===== config.mk =====
export PLATFORM = sky130hd
export DESIGN_NAME = fifo_rd_stream
export DESIGN_NICKNAME = d
export VERILOG_FILES = /design/src/rtl/fifo_rd_stream_pkg.sv /design/src/rtl/fifo_rd_obuf.sv /design/src/rtl/fifo_rd_stream.sv
export SDC_FILE = /design/constraint.sdc
export NUM_CORES = 1
export LEC_CHECK = 0
export ABC_AREA = 1
export CORE_AREA = 2 2 53 55
export CTS_CLUSTER_SIZE = 40
export DETAILED_ROUTE_END_ITERATION = 10
export DIE_AREA = 0 0 55 57
export GPL_TIMING_DRIVEN = 0
export PLACE_DENSITY = 0.8
export SETUP_SLACK_MARGIN = 0.05
export SLEW_MARGIN = 20
export SYNTH_ARGS = -nofsm -noshare
export SYNTH_HDL_FRONTEND = slang
export SYNTH_HIERARCHICAL = 1
export SYNTH_SLANG_ARGS = --single-unit

===== constraint.sdc =====
create_clock -name clk -period 3.8 [get_ports clk]
set_input_delay 0.38 -clock clk [delete_from_list [all_inputs] [get_ports clk]]
set_output_delay 0.38 -clock clk [all_outputs]
set_load 0.05 [all_outputs]

===== src/rtl/fifo_rd_stream_pkg.sv =====
// Shared constants and helpers for the sync_fifo read-side stream master.
package fifo_rd_stream_pkg;

  localparam int RDATA_COMB = 0;
  localparam int RDATA_REG  = 1;

  function automatic int occ_width(input int depth);
    return $clog2(depth + 1);
  endfunction

endpackage


===== src/rtl/fifo_rd_obuf.sv =====
// Circular output buffer for fifo_rd_stream: push/din in, pop/dout out, with occupancy and valid.
module fifo_rd_obuf
  import fifo_rd_stream_pkg::*;
#(
  parameter int DATA_WIDTH = 8,
  parameter int DEPTH      = 3,
  localparam int OW        = occ_width(DEPTH),
  localparam int PW        = $clog2(DEPTH)
) (
  input  logic                  clk,
  input  logic                  rst,
  input  logic                  push,
  input  logic [DATA_WIDTH-1:0] din,
  input  logic                  pop,
  output logic [DATA_WIDTH-1:0] dout,
  output logic [OW-1:0]         occ,
  output logic                  valid
);

  logic [DATA_WIDTH-1:0] mem [DEPTH];
  logic [PW-1:0]         head;
  logic [PW-1:0]         tail;
  logic                  do_pop;

  // Pointers wrap explicitly so non-power-of-2 depths work.
  function automatic logic [PW-1:0] wrap_inc(input logic [PW-1:0] p);
    return (p == PW'(DEPTH - 1)) ? '0 : p + PW'(1);
  endfunction

  assign valid  = (occ != '0);
  assign do_pop = pop && valid;
  assign dout   = valid ? mem[head] : '0;

  // NOTE: the storage array has no reset; dout is gated by valid so stale entries never reach the port.
  always_ff @(posedge clk) begin
    if (push) mem[tail] <= din;
  end

  // NOTE: state registers use non-blocking assignments so every read sees the pre-edge value.
  always_ff @(posedge clk) begin
    if (rst) begin
      head <= '0;
      tail <= '0;
      occ  <= '0;
    end else begin
      if (push)   tail <= wrap_inc(tail);
      if (do_pop) head <= wrap_inc(head);
      case ({push, do_pop})
        2'b10:   occ <= occ + OW'(1);
        2'b01:   occ <= occ - OW'(1);
        default: ;
      endcase
    end
  end

endmodule


===== src/rtl/fifo_rd_stream.sv =====
// Drains a sync_fifo read port into a valid/ready stream. Optional beat counter: FIFO_RD_STREAM_STAT_EN.
module fifo_rd_stream
  import fifo_rd_stream_pkg::*;
#(
  parameter int DATA_WIDTH = 8,
  parameter int RDATA_MODE = RDATA_COMB,
  parameter int OBUF_DEPTH = 3
) (
  input  logic                  clk,
  input  logic                  rst,
  input  logic                  fifo_empty,
  output logic                  fifo_rd_en,
  input  logic [DATA_WIDTH-1:0] fifo_rd_data,
  output logic                  m_valid,
  input  logic                  m_ready,
  output logic [DATA_WIDTH-1:0] m_data
`ifdef FIFO_RD_STREAM_STAT_EN
  ,
  output logic [31:0]           beat_cnt
`endif
);

  localparam int OW = occ_width(OBUF_DEPTH);

  logic [OW-1:0] occ;
  logic          infl;
  logic          push;
  logic [OW:0]   pending;

  // A slot is reserved for every read still in flight, so the buffer can never overflow.
  assign pending    = {1'b0, occ} + {{OW{1'b0}}, infl};
  assign fifo_rd_en = !rst && !fifo_empty && (pending < (OW+1)'(OBUF_DEPTH));

  if (RDATA_MODE == RDATA_REG) begin : g_reg
    always_ff @(posedge clk) begin
      if (rst) infl <= 1'b0;
      else     infl <= fifo_rd_en;
    end
    assign push = infl;
  end else begin : g_comb
    assign infl = 1'b0;
    assign push = fifo_rd_en;
  end

  fifo_rd_obuf #(
    .DATA_WIDTH(DATA_WIDTH),
    .DEPTH     (OBUF_DEPTH)
  ) u_obuf (
    .clk  (clk),
    .rst  (rst),
    .push (push),
    .din  (fifo_rd_data),
    .pop  (m_ready),
    .dout (m_data),
    .occ  (occ),
    .valid(m_valid)
  );

`ifdef FIFO_RD_STREAM_STAT_EN
  always_ff @(posedge clk) begin
    if (rst)                     beat_cnt <= '0;
    else if (m_valid && m_ready) beat_cnt <= beat_cnt + 32'd1;
  end
`endif

endmodule


# Yosys cells after proc, flatten, opt, wreduce, memory -nomap -nowiden
# Memories as Yosys holds them, arrays and structs flattened. A register that Yosys moved wholly into a read port is not among the register bits.
# Cells that the tools add are included.
# word_totals
out_inout_bits	10
regBits	6
ram_bits	24
elab_cells	28
mem_count	1
in_bits	12
# op_classes
add_sub_neg	4
n_eq_ne	4
n_mux	8
magnitude_cmp	1
n_reduce_logical	7
# memory_table
name	words	width	rd	rd_clocked_by_memory_dff	wr	line	source
u_obuf.mem	3	8	1	1	1	fifo_rd_obuf.sv:20	logic [DATA_WIDTH-1:0] mem [DEPTH];
# ops
operator	n
$mux 2	4
$mux 8	1
$add 2x1->2 const B	3
$eq 2x2->1 const B	3
$pmux 2 s2	1
$reduce_bool 2->1	2
$logic_and 1x1->1	3
$eq 2x1->1 const B	1
$logic_not 1->1	2
$lt 2x2->1 const B	1
$mux 1	2
$sub 2x1->2 const B	1

# Depth between registers and ports, before layout
# Gate-level depths: netlist (run 1).
# logic_depth
word_depth	5
ltp_mapped	10
depth_no_buf	10

# Hierarchy
# The synthesis (run 1) kept the hierarchy.
# modules_own_cells
mod	seq_area_each_um2	n_inst	cells_each	area_per_inst_um2
fifo_rd_obuf	880.8	1	133	1361.3
fifo_rd_stream	0.0	1	4	15.0

# Worst setup path before layout (run 1)
# Ideal clock, no wire load.
# synth_timing
path_type	input port to flip-flop
startpoint	input port fifo_empty
endpoint	memory u_obuf.mem[2][0], enable pin
setup_ns	0.383
setup_slack_ns	1.731
stages	5
n_path_buf	0
arrival_ns	1.686
t_required_ns	3.417
cell_sequence	nor2_1 > nand2_1 > inv_1 > inv_1 > nor3_1
# synth_via
elab_chain_cells	5
# synth_rtl
item	line	source
start, declared	fifo_rd_stream.sv:11	input logic fifo_empty,
$logic_not 1->1	fifo_rd_stream.sv:32	assign fifo_rd_en = !rst && !fifo_empty && (pending < (OW+1)'(OBUF_DEPTH));
$logic_and 1x1->1 (2 in series)	fifo_rd_stream.sv:32	
net fifo_rd_en	fifo_rd_stream.sv:12	output logic fifo_rd_en,
$mux 1	fifo_rd_obuf.sv:36	if (push) mem[tail] <= din;
$mux 1 (implied by the code)	fifo_rd_obuf.sv:36	
end, declared	fifo_rd_obuf.sv:20	
# The timed path passes the listed nets, and every way through them passes these cells.

==> results of run 1 <==
placed cells by master, fill, tap and decap left out:
cell type	synthesis	final
o21ai_1	11	11
nor2_1	9	9
a21oi_1	11	11
clkinv_2	0	2
clkdlybuf4s50_1	0	21
nand3_1	2	2
buf_6	2	2
clkbuf_4	0	5
clkbuf_8	0	1
nor2_4	2	2
o21ai_2	5	5
nand2_1	21	21
o21ai_0	1	1
edfxtp_1	24	24
inv_1	37	37
nand4_1	1	1
dfxtp_1	8	8
ha_1	1	1
or2_2	1	1
nor3_2	0	1
metrics by stage:
step / hold WS, ns / area (sq um) / total power [mW] / worst slack [ns] / std cells
finish: 0.474 / 1690 / 0.843 / 1.34 / 197
global route: 0.533 / 1690 / 0.888 / 1.17 / 197
CTS: 0.477 / 1690 / 0.854 / 1.31 / 197
detailed placement: 0.462 / 1630 / 0.655 / 1.51 / 189
global placement: 0.455 / 1630 / 0.644 / 1.21 / 189
floorplan: 0.439 / 1380 / 0.576 / 1.73 / 137
cell families after synthesis:
kind of cell             after synthesis
flip-flops                            32
adder cells (fa/ha/maj)                1
AO/OA/AOI/OAI                         28
AND/OR/NAND/NOR                       37
buffers and inverters                 39
worst paths after layout:
check	end	slack (ns)	cells past startpoint
worst min-delay path	u_obuf/tail[1]	0.47	2
worst max register to register	u_obuf/mem[2][2]	2.15	5
worst max-delay path	m_data[4]	1.34	6
worst min register to register	u_obuf/tail[1]	0.47	2
final cells by class:
class / count / area [sq um]
Fill cell: 229 / 923
Sequential cell: 32 / 881
Multi-Input combinational cell: 66 / 339
Timing Repair Buffer: 21 / 210
Inverter: 37 / 139
Clock buffer: 6 / 51.3
Tap cell: 31 / 38.8
Buffer: 2 / 22.5
Clock inverter: 2 / 10.0
flip-flops by register name, indices dropped and copies added, names as in the netlist, named ones only:
register,count
u_obuf/tail,2
u_obuf/head,2
u_obuf/occ,2
u_obuf/mem,24
per-layer routing:
metal  up-vias  global-route usage [%]
met1       453                    18.7
met4         0                    8.36
li1        493                       -
met3         5                    7.07
met2        27                    31.6
met5         -                       0
report_power, final:
part	internal (mW)	leakage (nW)	switching, mW
clock network	0.0879	0.0380	0.109
registers	0.393	0.284	0.0168
logic	0.0844	0.425	0.152
total	0.565	0.747	0.278
worst min-delay path, stage by stage, from the launching register on:
cell and delay (ns):
dfxtp_1 0.32, nand2_1 0.06, a21oi_1 0.06
==> impl_metrics.py, run 1 <==
metrics = {
    "sta": {
        "max_freq_mhz": 407,
        "setup_tns_ns": 0,
        "rsz0062_at_grt": "no",
        "hold_viol": 0,
        "worstMarginPinSlew_ns": 0.686,
        "fin_crit_ns": 2.46,
        "min_period_over_period_pct": 64.7,
        "slew_headroom_pct": 54.0,
        "final.setup_skew_ns": 0.00613,
        "slew_viol_final": 0,
        "setup_viol_count_final": 0,
    },
    "critical_path": {
        "critical_path_class": "reg -> out",
        "end_kind": "output pin",
        "cp.buffers_inverters": 3,
        "crit_arrival_ns": 2.08,
        "r2r-start": "u_obuf/occ[0]",
        "crit_required_ns": 3.42,
        "max_stage_delay_ns": 0.79,
        "cp_top_family": "buffers and inverters",
        "crit_chain": "buf_6, nand2_1, o21ai_2, o21ai_1, inv_1, clkdlybuf4s50_1",
        "start_kind": "flop",
        "slowest_stage": "clkdlybuf4s50_1",
        "worstPathMaxFanout": 10,
    },
    "run_status": {
        "status": "finished clean",
    },
    "synth": {
        "synth-main-ff-cell": "edfxtp_1",
        "synth_warnings": 6,
        "synth_cell_types": 16,
        "synth-edff-count": 24,
        "seq_area_frac_synth_pct": 64.0,
        "synth_nets": 150,
        "synth_top_area_share_pct": 52.4,
        "yosys.area_share.simple_pct": 11.8,
        "yosys-top-cells-count": "inv_1, edfxtp_1, nand2_1, a21oi_1, o21ai_1",
        "syn_area_sq_mm": 0.00138,
        "synth_largest_area_cell": "edfxtp_1",
        "ys_top_cells_by_area": "edfxtp_1, dfxtp_1, inv_1",
        "synth_xor_area_share_pct": 0,
        "ys_ff_latch": 32,
        "syn_inst": 137,
        "synth.area.mux_share_pct": 0,
        "async_reset_ff_share_pct": 0,
        "synth-adder-area-share_pct": 0.909,
        "syn_area_per_cell_sq_um": 10.0,
        "synth_top_family_by_area": "simple AND/OR/NAND/NOR gates",
        "yosysMostFrequentCell": "inv_1",
        "synth-compound-area-share_pct": 11.5,
    },
    "die": {
        "fp.dieH_microns": 57,
        "dieArea_sq_mm": 0.00314,
        "initial_core_util_pct": 52.6,
        "io_pins": 22,
        "fp-row-count": 19,
        "coreArea_sq_mm": 0.00262,
        "die_x_microns": 55,
    },
    "route": {
        "met2_length_microns": 1300,
        "wl_met1_microns": 891,
        "vias": 978,
        "wl_microns": 2430,
        "drt_pass1_iterations": 4,
        "drtIter0Drc": 20,
        "postRouteAntennaNets": 0,
        "drcViolationCount": 0,
        "wl_per_cell_microns": 12.4,
        "top_layer_used": "met4",
        "wl_met3_microns": 196,
        "viasPerCell": 4.96,
    },
    "placement": {
        "port_buffers": 21,
        "dp_hpwl_microns": 1770,
        "gp_congestion": 0.726,
    },
    "power_and_ir_drop": {
        "ir_worst_vdd_mv": 0.383,
        "power_leakage_nw": 0.747,
        "power.density_mw_per_mm2": 498,
    },
    "cts": {
        "max-clock-path-buffers": 2,
        "clkLatencyLatePin_ns": 0.33,
        "hold_buffers": 0,
        "clk_pin_slew_ns": 0.09,
        "h-tree-depth": 2,
        "clock_sinks": 32,
        "cts-buffers-inserted": 5,
        "cts_tree": "yes",
        "postCtsSetupBuffers": 0,
        "cts-root-buf": "clkbuf_4",
        "post_cts_resized": 0,
    },
    "job": {
        "cap_violations": 0,
    },
    "hold_path": {
        "min_from": "u_obuf/tail[1]",
        "hp-class": "reg -> reg",
    },
    "global_route": {
        "grt_usage_pct": 18.3,
        "grt_overflow": 0,
        "grt_pass1_wl_microns": 3930,
        "grt_max_degree": 11,
        "antenna_found_initial": 0,
        "grt_pass1_vias": 956,
    },
    "layout": {
        "post-route-util_pct": 64.7,
        "n_antenna_cell": 0,
        "fin_nets": 178,
        "syn2layout_area_growth_pct": 22.9,
        "drive_above_1_share_pct": 11.4,
    },
}
(Power assumes the default switching activity.)
==> run 2, diff against run 1 <==
--- a/config.mk
+++ b/config.mk
@@ -6,12 +6,12 @@
 export NUM_CORES = 1
 export LEC_CHECK = 0
 export ABC_AREA = 1
-export CORE_AREA = 2 2 53 55
+export CORE_AREA = 2 2 58 60
 export CTS_CLUSTER_SIZE = 40
 export DETAILED_ROUTE_END_ITERATION = 10
-export DIE_AREA = 0 0 55 57
+export DIE_AREA = 0 0 60 62
 export GPL_TIMING_DRIVEN = 0
-export PLACE_DENSITY = 0.8
+export PLACE_DENSITY = 0.71
 export SETUP_SLACK_MARGIN = 0.05
 export SLEW_MARGIN = 20
 export SYNTH_ARGS = -nofsm -noshare
==> constraint.sdc (replaced) <==
create_clock -name clk -period 2.1 [get_ports clk]
set_input_delay 0.21 -clock clk [delete_from_list [all_inputs] [get_ports clk]]
set_output_delay 0.21 -clock clk [all_outputs]
set_load 0.05 [all_outputs]
==> run 2 against run 1 <==
  * Combinational power rose by 68%
  * Final area up 0.37%
  * Clock skew fell by 0.0031 ns
  * Clock power increased by 79%
  * Sequential cell count stayed put
  * Routed wire length down 5.2%
  * First-iteration DRC count grew 45%
  * Worst hold slack better by 0.0060 ns
  * Die area up 19%
  * Utilization shrank 11 points
  * Sequential power grew 81%
  * Critical path depth shrank 1
  * Critical path type unchanged
  * Critical endpoint is now m_data[6]
  * Largest power group unchanged
==> impl_metrics.py, run 2 (synthesized netlist as in run 1, its figures left out) <==
metrics = {
    "run_status": {
        "status": "finished clean",
    },
    "route": {
        "top_layer_used": "met4",
        "drtIter0Drc": 29,
        "vias": 953,
        "wl_per_cell_microns": 10.9,
        "wl_met3_microns": 136,
        "postRouteAntennaNets": 0,
        "viasPerCell": 4.50,
        "wl_met1_microns": 1010,
        "drt_pass1_iterations": 4,
        "drcViolationCount": 0,
        "met2_length_microns": 1130,
        "wl_microns": 2310,
    },
    "die": {
        "die_x_microns": 60,
        "fp.dieH_microns": 62,
        "fp-row-count": 21,
        "io_pins": 22,
        "coreArea_sq_mm": 0.00318,
        "initial_core_util_pct": 43.3,
        "dieArea_sq_mm": 0.00372,
    },
    "sta": {
        "max_freq_mhz": 527,
        "whs_ns": 0.480,
        "min_period_over_period_pct": 90.3,
        "fin_crit_ns": 1.90,
        "rsz0062_at_grt": "no",
        "hold_viol": 0,
        "slew_headroom_pct": 50.3,
        "slew_viol_final": 0,
        "worstMarginPinSlew_ns": 0.742,
        "final.setup_skew_ns": 0.00305,
        "setup_viol_count_final": 0,
    },
    "critical_path": {
        "start_kind": "flop",
        "crit_chain": "buf_6, o21ai_1, o21ai_1, inv_1, dlygate4sd2_1",
        "crit_required_ns": 1.89,
        "cp.buffers_inverters": 3,
        "max_stage_delay_ns": 0.48,
        "cp_top_family": "buffers and inverters",
        "r2r-start": "u_obuf/occ[0]",
        "cpMostUsedCell": "o21ai_1",
        "slowest_stage": "dfxtp_1",
        "critical_path_class": "reg -> out",
        "worstPathMaxFanout": 10,
        "crit_arrival_ns": 1.69,
        "end_kind": "output pin",
    },
    "global_route": {
        "grt_usage_pct": 14.3,
        "antenna_found_initial": 0,
        "grt_pass1_vias": 876,
        "grt_pass1_wl_microns": 3690,
        "grt_max_degree": 11,
        "grt_overflow": 0,
    },
    "layout": {
        "syn2layout_area_growth_pct": 23.4,
        "layout_common_cells": "inv_1, edfxtp_1, nand2_1",
        "n_fill_cell": 281,
        "multi_input_area_sq_um": 339,
        "regMostFlops": "u_obuf/mem",
        "area.sequential_sq_um": 881,
        "fin_nets": 178,
        "largest_reg_flops": 24,
        "drive_above_1_share_pct": 12.7,
        "final_common_cell": "inv_1",
        "n_antenna_cell": 0,
        "fin_cells": 212,
    },
    "hold_path": {
        "min_from": "u_obuf/tail[1]",
        "hp-class": "reg -> reg",
    },
    "cts": {
        "h-tree-depth": 2,
        "cts-root-buf": "clkbuf_4",
        "cts-buffers-inserted": 5,
        "clkLatencyLatePin_ns": 0.32,
        "hold_buffers": 0,
        "clock_sinks": 32,
        "clk_pin_slew_ns": 0.09,
        "max-clock-path-buffers": 2,
        "cts_tree": "yes",
    },
    "job": {
        "cap_violations": 0,
    },
    "placement": {
        "dp_hpwl_microns": 1670,
        "port_buffers": 21,
        "gp_congestion": 0.734,
        "placed_cells": 204,
    },
    "power_and_ir_drop": {
        "power_mw": 1.49,
        "power_leakage_nw": 0.800,
        "power.density_mw_per_mm2": 878,
        "ir_worst_vdd_mv": 0.463,
    },
}
==> run 2: worst reg2reg max path, stage by stage, from the launching register on <==
cell and delay (ns):
dfxtp_1 0.38, nand2_1 0.09, nand2_1 0.05, inv_1 0.11, inv_1 0.11, nor3_2 0.62
==> run 2: worst paths after layout <==
path                                         end  slack [ns]  cells past startpoint
worst min register to register    u_obuf/tail[1]        0.48                      2
worst max-delay path                   m_data[6]        0.20                      5
worst max register to register  u_obuf/mem[2][2]        0.39                      5
worst min-delay path              u_obuf/tail[1]        0.48                      2
==> run 2: power by group <==
part	internal [mW]	switching [mW]
sequential	0.711	0.0298
clock	0.159	0.193
combinational	0.129	0.269
total	0.999	0.491
==> run 2: final cells by class <==
cell class	instances	share of cell area, %
plain buffers	2	1.33
clock buffers	6	3.02
clock inverters	2	0.590
inverters	37	8.18
multi-input cells	66	20.0
flip-flops and latches	32	51.9
well taps	46	3.39
repair buffers	21	11.6
==> run 2: layer usage <==
layer,vias to the layer above,global-route usage (%)
met3,4,6.83
met5,-,0
li1,492,-
met1,434,14.6
met2,23,25.0
met4,0,6.35
==> run 2: repair_timing <==
item | 4_1_cts | 5_1_grt
hold endpoints to repair | 0 | 0
setup endpoints to repair | 8 | 4
pin swaps | 0 | 0
setup buffers | 0 | 0
gates resized for setup | 8 | 6
==> run 2: per-stage QoR <==
| stage | utilization, % | area, sq um | TNS (ns) | setup slack (ns) |
|---|---|---|---|---|
| 2_1_floorplan | - | 1380 | 0 | 0.0906 |
| 3_3_place_gp | 51.7 | 1640 | -2.45 | -0.306 |
| 3_5_place_dp | 51.9 | 1650 | 0 | 0.0262 |
| 4_1_cts | 53.5 | 1700 | 0 | 0.0791 |
| 5_1_grt | 53.4 | 1700 | 0 | 0.0557 |
| 6_report | 53.4 | 1700 | 0 | 0.204 |
==> run 3, diff against run 2 <==
--- a/config.mk
+++ b/config.mk
@@ -6,12 +6,11 @@
 export NUM_CORES = 1
 export LEC_CHECK = 0
 export ABC_AREA = 1
-export CORE_AREA = 2 2 58 60
+export CORE_AREA = 2 2 74 76
 export CTS_CLUSTER_SIZE = 40
 export DETAILED_ROUTE_END_ITERATION = 10
-export DIE_AREA = 0 0 60 62
+export DIE_AREA = 0 0 76 78
 export GPL_TIMING_DRIVEN = 0
-export PLACE_DENSITY = 0.71
 export SETUP_SLACK_MARGIN = 0.05
 export SLEW_MARGIN = 20
 export SYNTH_ARGS = -nofsm -noshare
==> run 3 against run 2 <==
  * Sequential power is essentially flat
  * Largest power group unchanged
  * Total power is 6.4% higher
  * Sequential share of layout area fell by 1.4 points
  * Highest routed layer unchanged
  * Largest cell class unchanged
==> impl_metrics.py, run 3 (synthesized netlist as in run 1, its figures left out) <==
metrics = {
    "run_status": {
        "status": "finished clean",
    },
    "layout": {
        "n_antenna_cell": 0,
        "layout_common_cells": "inv_1, edfxtp_1, nand2_1, clkdlybuf4s50_1",
        "regMostFlops": "u_obuf/mem",
        "syn2layout_area_growth_pct": 26.9,
        "largest_reg_flops": 24,
        "fin_nets": 178,
        "final_cell_area_sq_mm": 0.00175,
        "final_common_cell": "inv_1",
        "drive_above_1_share_pct": 12.0,
    },
    "die": {
        "io_pins": 22,
        "fp.dieH_microns": 78,
        "initial_core_util_pct": 27.3,
        "dieArea_sq_mm": 0.00593,
        "coreArea_sq_mm": 0.00504,
        "fp-row-count": 26,
        "die_x_microns": 76,
    },
    "power_and_ir_drop": {
        "combPwrFrac_pct": 25.2,
        "p_seq_share_pct": 46.9,
        "intPower_mw": 1.07,
        "p_switching_mw": 0.519,
        "ir_worst_vdd_mv": 0.398,
        "clkPwrFrac_pct": 27.9,
        "power_leakage_nw": 0.794,
        "power_mw": 1.58,
        "switching_share_pct": 32.8,
        "power.density_mw_per_mm2": 907,
    },
    "global_route": {
        "grt_usage_pct": 9.73,
        "grt_pass1_vias": 933,
        "grt_max_degree": 11,
        "antenna_found_initial": 0,
        "grt_pass1_wl_microns": 4350,
        "grt_overflow": 0,
    },
    "route": {
        "vias": 938,
        "wl_per_cell_microns": 10.5,
        "drcViolationCount": 0,
        "viasPerCell": 3.97,
        "drtIter0Drc": 25,
        "drt_pass1_iterations": 4,
        "wl_microns": 2480,
        "postRouteAntennaNets": 0,
    },
    "critical_path": {
        "worstPathMaxFanout": 10,
        "cp_top_family": "buffers and inverters",
        "end_kind": "output pin",
        "max_stage_delay_ns": 0.70,
        "crit_required_ns": 1.89,
        "crit_arrival_ns": 1.71,
        "slowest_stage": "clkdlybuf4s50_1",
        "critical_path_class": "reg -> out",
        "crit_chain": "nor2_4, inv_1, clkdlybuf4s50_1",
        "cp.buffers_inverters": 2,
        "start_kind": "flop",
    },
    "sta": {
        "worstMarginPinSlew_ns": 0.633,
        "setup_tns_ns": 0,
        "whs_ns": 0.473,
        "max_freq_mhz": 520,
        "rsz0062_at_grt": "no",
        "min_period_over_period_pct": 91.5,
        "setup_ws_ns": 0.178,
        "setup_viol_count_final": 0,
        "final.setup_skew_ns": 0.00636,
        "fin_crit_ns": 1.92,
        "hold_viol": 0,
        "slew_viol_final": 0,
        "slew_headroom_pct": 57.6,
    },
    "job": {
        "cap_violations": 0,
    },
    "cts": {
        "cts_tree": "yes",
        "max-clock-path-buffers": 2,
        "hold_buffers": 0,
        "cts-root-buf": "clkbuf_8",
        "clock_sinks": 32,
        "cts-buffers-inserted": 5,
        "clk_pin_slew_ns": 0.06,
        "h-tree-depth": 2,
        "clkLatencyLatePin_ns": 0.29,
    },
    "hold_path": {
        "hp-class": "reg -> reg",
    },
    "placement": {
        "dpl-instance-area_sq_mm": 0.00168,
        "place_ws_ns": 0.0821,
        "dp_hpwl_microns": 1700,
        "port_buffers": 21,
        "gp_congestion": 0.809,
    },
}
run 3: power by group through the flow:
stage / clock [mW] / combinational, mW / sequential [mW]
floorplan: 0 / 0.295 / 0.748
global placement: 0 / 0.423 / 0.756
detailed placement: 0 / 0.427 / 0.758
CTS: 0.453 / 0.407 / 0.744
global route: 0.491 / 0.442 / 0.748
finish: 0.441 / 0.400 / 0.743
run 3: repair_timing:
action	in CTS	in global routing
setup buffers	0	0
gates resized for setup	8	5
setup endpoints to repair	8	3
hold endpoints to repair	0	0
run 3: final timing paths:
kind	start	to	slack, ns	cells past startpoint
max	u_obuf/occ[1]	m_valid	0.18	3
min reg2reg	u_obuf/tail[1]	u_obuf/tail[1]	0.47	2
max reg2reg	u_obuf/occ[0]	u_obuf/mem[2][7]	0.50	5
min	u_obuf/tail[1]	u_obuf/tail[1]	0.47	2
run 3: worst reg2reg max path, cell delays in order, from the launching register on:
cell     delay (ns)
dfxtp_1        0.37
nand2_1        0.08
nand2_1        0.05
inv_1          0.10
inv_1          0.10
nor3_2         0.54
run 3: final cells by class:
class / count / area (sq um)
fill: 525 / 3300
sequential: 32 / 881
multi-input combinational: 66 / 339
timing repair buffer: 21 / 195
inverter: 37 / 139
tap: 70 / 87.6
clock buffer: 5 / 68.8
buffer: 2 / 22.5
clock inverter: 3 / 13.8
run 3: stage by stage:
stage,std cells,utilization [%]
floorplan,137,-
global placement,228,33.2
detailed placement,228,33.3
CTS,236,34.7
global route,236,34.6
finish,236,34.6
run 3: layer usage:
metal / track usage [%] / wire [microns] / vias up
met1: 11.1 / 1080 / 410
met4: 5.45 / 58 / 0
met2: 15.9 / 1180 / 27
met3: 3.49 / 152 / 7
met5: 0 / 0 / -
li1: - / - / 494
